File: config.mk
export PLATFORM = sky130hd
export DESIGN_NAME = pc_sequencer
export DESIGN_NICKNAME = d
export VERILOG_FILES = /design/src/rtl/pc_sequencer.sv
export SDC_FILE = /design/constraint.sdc
export NUM_CORES = 1
export LEC_CHECK = 0
export CAP_MARGIN = 0
export CORE_UTILIZATION = 38
export DETAILED_ROUTE_END_ITERATION = 12
export PLACE_DENSITY = 0.86
export SLEW_MARGIN = 40
export SYNTH_ARGS = -nofsm -noshare
export SYNTH_HDL_FRONTEND = slang
export SYNTH_SLANG_ARGS = --single-unit
File: constraint.sdc
create_clock -name clk -period 5.8 [get_ports clk]
set_input_delay 1.45 -clock clk [delete_from_list [all_inputs] [get_ports clk]]
set_output_delay 1.45 -clock clk [all_outputs]
set_load 0.05 [all_outputs]
File: src/rtl/pc_sequencer.sv
// rtl/pc_sequencer.sv - next-PC selection and fetch-control sequencer
//
// Each cycle this block picks the next PC and drives the PC-register stall. It also
// produces the IF/ID and ID/EX flush/bubble controls and registers the trap return PC.
// The per-cycle outputs are combinational from the inputs and state. state, epc and the
// flush counter are registered.
//
// Ports
//   clk, rst          clock; synchronous active-high reset
//   pc                current PC register value
//   jump/jump_target  unconditional jump decoded in ID
//   branch_taken/branch_target  taken branch resolved in EX
//   trap_req          exception/interrupt request (level)
//   load_use_hazard   ID depends on a load currently in EX
//   imem_ready        instruction memory has valid data for pc
//   halt              halt instruction in ID
//   pc_next           next value for the PC register
//   pc_stall          PC register stall / IF/ID hold enable
//   flush_ifid        IF/ID becomes NOP
//   flush_idex        ID/EX becomes NOP (bubble)
//   trap_ack          trap accepted this cycle
//   epc               return PC of the last accepted trap
//   state             0 RUN, 1 FLUSH, 2 HALT
module pc_sequencer #(
    parameter int              BUS_WIDTH    = 16,
    parameter int              PC_STEP      = 1,
    parameter logic [BUS_WIDTH-1:0] RESET_VECTOR = 16'h0000,
    parameter logic [BUS_WIDTH-1:0] TRAP_VECTOR  = 16'h0004,
    parameter int              FLUSH_CYCLES = 1
) (
    input  logic                 clk,
    input  logic                 rst,
    input  logic [BUS_WIDTH-1:0] pc,
    input  logic                 jump,
    input  logic [BUS_WIDTH-1:0] jump_target,
    input  logic                 branch_taken,
    input  logic [BUS_WIDTH-1:0] branch_target,
    input  logic                 trap_req,
    input  logic                 load_use_hazard,
    input  logic                 imem_ready,
    input  logic                 halt,
    output logic [BUS_WIDTH-1:0] pc_next,
    output logic                 pc_stall,
    output logic                 flush_ifid,
    output logic                 flush_idex,
    output logic                 trap_ack,
    output logic [BUS_WIDTH-1:0] epc,
    output logic [1:0]           state
);

    localparam logic [1:0] ST_RUN   = 2'd0;
    localparam logic [1:0] ST_FLUSH = 2'd1;
    localparam logic [1:0] ST_HALT  = 2'd2;

    // The counter only ever holds FLUSH_CYCLES-1 down to 0.
    localparam int CNT_W = (FLUSH_CYCLES > 1) ? $clog2(FLUSH_CYCLES) : 1;
    localparam logic [CNT_W-1:0] CNT_LOAD = (FLUSH_CYCLES > 1) ? CNT_W'(FLUSH_CYCLES - 1) : '0;

    logic [1:0]           state_q, state_d;
    logic [CNT_W-1:0]     cnt_q, cnt_d;
    logic [BUS_WIDTH-1:0] epc_q, epc_d;
    logic [BUS_WIDTH-1:0] seq_pc;
    logic                 redirect;

    // Wraps modulo 2^BUS_WIDTH by truncation.
    assign seq_pc = pc + BUS_WIDTH'(PC_STEP);

    always_comb begin
        pc_next    = seq_pc;
        pc_stall   = 1'b0;
        flush_ifid = (state_q == ST_FLUSH);
        flush_idex = 1'b0;
        trap_ack   = 1'b0;
        redirect   = 1'b0;
        state_d    = state_q;
        cnt_d      = cnt_q;
        epc_d      = epc_q;

        if (rst) begin
            pc_next    = RESET_VECTOR;
            flush_ifid = 1'b1;
            flush_idex = 1'b1;
            state_d    = ST_RUN;
            cnt_d      = '0;
            epc_d      = '0;
        end else if (trap_req) begin
            pc_next    = TRAP_VECTOR;
            trap_ack   = 1'b1;
            epc_d      = pc;
            flush_ifid = 1'b1;
            flush_idex = 1'b1;
            redirect   = 1'b1;
        end else if (state_q == ST_HALT) begin
            // Only a trap or reset leaves HALT; everything else is ignored here.
            pc_stall   = 1'b1;
            flush_ifid = 1'b1;
            flush_idex = 1'b1;
        end else if (branch_taken) begin
            pc_next    = branch_target;
            flush_ifid = 1'b1;
            flush_idex = 1'b1;
            redirect   = 1'b1;
        end else if (jump) begin
            // The jump itself is in ID and proceeds to EX, so ID/EX is kept.
            pc_next    = jump_target;
            flush_ifid = 1'b1;
            redirect   = 1'b1;
        end else if (halt) begin
            pc_stall   = 1'b1;
            flush_ifid = 1'b1;
            state_d    = ST_HALT;
            cnt_d      = '0;
        end else if (load_use_hazard) begin
            // Hold the ID instruction and bubble EX; takes precedence over an imem stall.
            pc_stall   = 1'b1;
            flush_ifid = 1'b0;
            flush_idex = 1'b1;
        end else if (!imem_ready) begin
            pc_stall   = 1'b1;
            flush_ifid = 1'b1;
        end else if (state_q == ST_FLUSH) begin
            // Counter steps only on cycles that actually fetch.
            if (cnt_q <= CNT_W'(1)) begin
                state_d = ST_RUN;
                cnt_d   = '0;
            end else begin
                cnt_d   = cnt_q - CNT_W'(1);
            end
        end

        if (redirect) begin
            if (FLUSH_CYCLES > 1) begin
                state_d = ST_FLUSH;
                cnt_d   = CNT_LOAD;
            end else begin
                state_d = ST_RUN;
                cnt_d   = '0;
            end
        end
    end

    always_ff @(posedge clk) begin
        if (rst) begin
            state_q <= ST_RUN;
            cnt_q   <= '0;
            epc_q   <= '0;
        end else begin
            state_q <= state_d;
            cnt_q   <= cnt_d;
            epc_q   <= epc_d;
        end
    end

    assign epc   = epc_q;
    assign state = state_q;

endmodule

== After elaboration in Yosys (flattened, before gate mapping) ==
Index checks and enable logic that the tools add are counted.
Operators by class
  shift operators: 0
  multiply operators: 0
  equality and inequality tests: 3
  reductions and logical operators: 6
  order comparisons: 1
  div/mod/pow operators: 0
  multiplexer cells: 45
  add/sub/neg operators: 2
  bitwise operators: 4
Operators by type and width (count)
  16-bit 2-to-1 mux: 5
  1-bit 2-to-1 mux: 35
  16-bit by 1-bit adder with 16-bit output, second input constant: 1
  2-bit 2-to-1 mux: 5
  8-bit AND reduction: 1
  7-bit AND reduction: 1
  2-bit nonzero test: 3
  1-bit inverter: 4
  2-bit by 1-bit == test with 1-bit output, second input constant: 1
  2-bit == test, second input constant: 1
  2-bit by 1-bit inequality test with 1-bit output, second input constant: 1
  2-bit OR reduction: 1
  1-bit less-or-equal comparator, second input constant: 1
  1-bit subtractor, second input constant: 1
Word-level totals
  latch bits: 0
  register bits after elaboration: 19
  bits in writable memories: 0
  memories kept: 0
  logic and storage cells: 64
  ROM bits: 0
  output and inout port bits: 38

== Longest topological paths before layout ==
  depth after elaboration: 9
  gate-level depth with buffers: 5
  depth with buffers taken out: 5

== Worst setup path after synthesis ==
OpenSTA, ideal clock, no wires.
  path kind: input port to output port
  start point: input port trap_req
  end point: output port pc_next[10]
  arrival time: 3449 ps
  slack: 901 ps
  path buffers: 3
  stages on the path: 5
  cell sequence: buf_2 or2_2 buf_6 clkbuf_1 a221oi_1
Between the ends
  longest elaborated chain between the ends: 2
Ends and longest elaborated chain
  start, declared: RTL line 38  | input logic trap_req,
  16-bit 2-to-1 mux: RTL line 86  | end else if (trap_req) begin
  16-bit 2-to-1 mux: RTL line 79  | if (rst) begin
  end, declared: RTL line 42  | output logic [BUS_WIDTH-1:0] pc_next,
No other way between the ends.

== Worst setup path in the final report ==
  start point: input port branch_taken
  end point: output port pc_next[2]
Between the ends
  longest elaborated chain between the ends: 4
Ends and longest elaborated chain
  start, declared: RTL line 36  | input logic branch_taken,
  16-bit 2-to-1 mux: RTL line 98  | end else if (branch_taken) begin
  16-bit 2-to-1 mux: RTL line 93  | end else if (state_q == ST_HALT) begin
  16-bit 2-to-1 mux: RTL line 86
  16-bit 2-to-1 mux: RTL line 79
No other way between the ends.

==> results.yml <==
status:
  status: "completed"
finish:
  drive_gt1_frac: 0.1301
  fin_cells: 292
  area_delta_synth_final_pct: 68.63
  nNetsFinal: 304
  diodes: 0
synthesis:
  synth_top_area_frac: 0.2540
  syn_area_um2: 1340
  synth_seq_cells: 17
  syn_inst: 158
  synth_top_area_cell: "dfxtp_1"
  netlist_top_cells_count: "nor2_1 (23), dfxtp_1 (17), mux2i_1 (16), o22ai_1 (15), a221oi_1 (10)"
  syn_nets: 215
  synth_flop_cell: "dfxtp_1"
  avgSynthCellArea_um2: 8.481
  yosys.cell_types.count: 41
  synthMostInstantiatedCell: "nor2_1"
  synthTopCellsByArea: "dfxtp_1 (25%), mux2i_1 (12%), o22ai_1 (7.0%), a221oi_1 (6.5%), nor2_1 (6.4%)"
  yosys_warnings: 0
  synth_edf_count: 0
  ys_seq_area_frac: 0.2540
  async_reset_ff_frac: 0
sta:
  maxSlewViolCount: 0
  tns_ps: 0
  fmax_mhz: 193.9
  hold_ws_ps: 501.7
  setup_violations: 0
  fin_crit_sh: 0.8893
  period_needed_ps: 5158
  worst-slew-pin-transition_ps: 521.2
  hold_violations: 0
  rsz0062_at_grt: "no"
  max_slew_margin: 0.6514
  skew_ps: 0
global_routing:
  antenna_found_initial: 0
  grt_pass1_wl_mm: 5.961
  grt_overflow_total: 0
  grt_max_degree: 20
  grt_pass1_vias: 1374
  track_usage: 0.2110
detailed_routing:
  drt-total-wl_mm: 4.247
  ant_nets: 0
  num_vias: 1507
  drt_first_pass_iters: 4
  post_drt_wl_per_cell_um: 14.54
  viasPerCell: 5.161
  drtIter0Drc: 72
  drc: 0
cts:
  clk_pin_slew_ps: 90
  cts_resized: 0
  clock-sinks: 17
  postCtsSetupBuffers: 0
  numCtsBuffers: 3
  htreeDepth: 1
  clk_latency_ps: 280
  cts_root_buffer: "clkbuf_4"
  max-clock-path-buffers: 2
  cts_tree: "yes"
  cts-hold-fix-buffers: 0
setup_path:
  max_stage_delay_ps: 700
  endpoint_kind: "output pin"
  r2r_start: "state[1]$_SDFFE_PP0P_"
  path_cells: "clkdlybuf4s50_1, clkinv_1, o22a_1, o22ai_1, a21oi_1, clkdlybuf4s50_1"
  required_ps: 4350
  startpoint_type: "input pin"
  critPathMaxFanout: 17
  critical_path.most_common_cell: "clkdlybuf4s50_1"
  critPathKind: "input pin to output pin"
  slowest_stage: "clkdlybuf4s50_1"
  worstPathArrival_ps: 3710
  r2r_cells: 2
  rrSetupSlack_ps: 4840
  rr_endpoint: "state[1]$_SDFFE_PP0P_"
min_path:
  hp-start: "epc[11]$_SDFFE_PP0P_"
  hold_path_end: "epc[11]$_SDFFE_PP0P_"
  hold_class: "register to register"
  hold-path-cell-count: 2
job:
  maxCapViolCount: 0
die:
  ioPinCount: 94
  initial_core_util: 0.3984
  die_area_um2: 3768
  core_um2: 3363
  chipHeight_um: 61.39
  die_w_um: 61.39
  rows: 21
power_and_ir_drop:
  vdd_drop_max_v: 0.0001455
  p_per_area_nw_per_um2: 160.2
  p_leak_nw: 0.8684
placed_design:
  placedCellCount: 288
  place.gp.congestion: 0.7863
  port_buffers: 92
  dp_hpwl_mm: 3.372
-- where the power goes --
part | internal [mW] | leakage [nW] | switching (mW)
Combinational | 0.0758 | 0.711 | 0.0985
Sequential | 0.123 | 0.140 | 0.00360
Clock | 0.0256 | 0.0177 | 0.0350
Total | 0.225 | 0.868 | 0.137
-- logic make-up (layout without fill, tap and decap cells) --
kind of cell	after synthesis	after routing	share of synthesized area
AOI/OAI and AO/OA	38	38	0.2138
xor gates and xnor gates	13	13	0.08497
adders and majority gates	1	1	0.009336
buffers and inverters	16	104	0.07001
DFF	17	17	0.2540
muxes	16	16	0.1195
other	1	1	0.002798
and+or+nand+nor	56	56	0.2456
-- critical path, delay by kind of cell --
family	cells	cell delay, ps
AO/OA/AOI/OAI	3	600
buffers and inverters	3	1670
-- worst max path at each step --
stage / end / slack, ps / cells after the start / start
after detailed placement: pc_next[2] / 650 / 6 / branch_taken
after CTS: pc_next[2] / 640 / 6 / branch_taken
final: pc_next[2] / 640 / 6 / branch_taken
after global routing: pc_next[2] / 530 / 6 / branch_taken
after floorplan: pc_next[10] / 900 / 5 / trap_req
after global placement: pc_next[2] / 710 / 6 / branch_taken
-- state kept, by name, indices dropped and copies added (netlist names) --
name,count
state,1
epc,16
-- placed cells by master (no fill, tap or decap), types with 3 or more instances in the layout --
cell             count
a21oi_1              3
clkbuf_4             3
inv_1                3
nand2_1              5
nor3_1               6
clkdlybuf4s50_1     77
nand3_1              5
a221oi_1            10
xor2_1               4
buf_4               19
nor2_1              23
xnor2_1              9
mux2i_1             16
o22ai_1             15
dfxtp_1             17
-- per-stage QoR --
stage / util / cell area, um^2 / total power, mW / setup WS, ps
after CTS: 0.6719 / 2260 / 0.3651 / 643.0
after floorplan: - / 1340 / 0.2269 / 900.9
after global placement: 0.6637 / 2232 / 0.3021 / 714.3
after global routing: 0.6719 / 2260 / 0.3781 / 530.5
final: 0.6719 / 2260 / 0.3620 / 642.0
after detailed placement: 0.6637 / 2232 / 0.3035 / 653.2
-- per-layer routing --
| metal | track usage | share of wire |
|---|---|---|
| met5 | 0 | 0 |
| met4 | 0.06984 | 0.0024 |
| met3 | 0.04622 | 0.11 |
| met2 | 0.3711 | 0.46 |
| met1 | 0.2555 | 0.42 |
-- final cells by class --
cell class	instances	area [um^2]
clock buffers	3	22.52
clock inverters	1	5.005
well taps	46	57.56
repair buffers	96	913.4
multi-input cells	125	905.9
fillers	295	1104
flip-flops and latches	17	340.3
inverters	4	15.01
No activity file was read; power rests on OpenSTA's default activity.
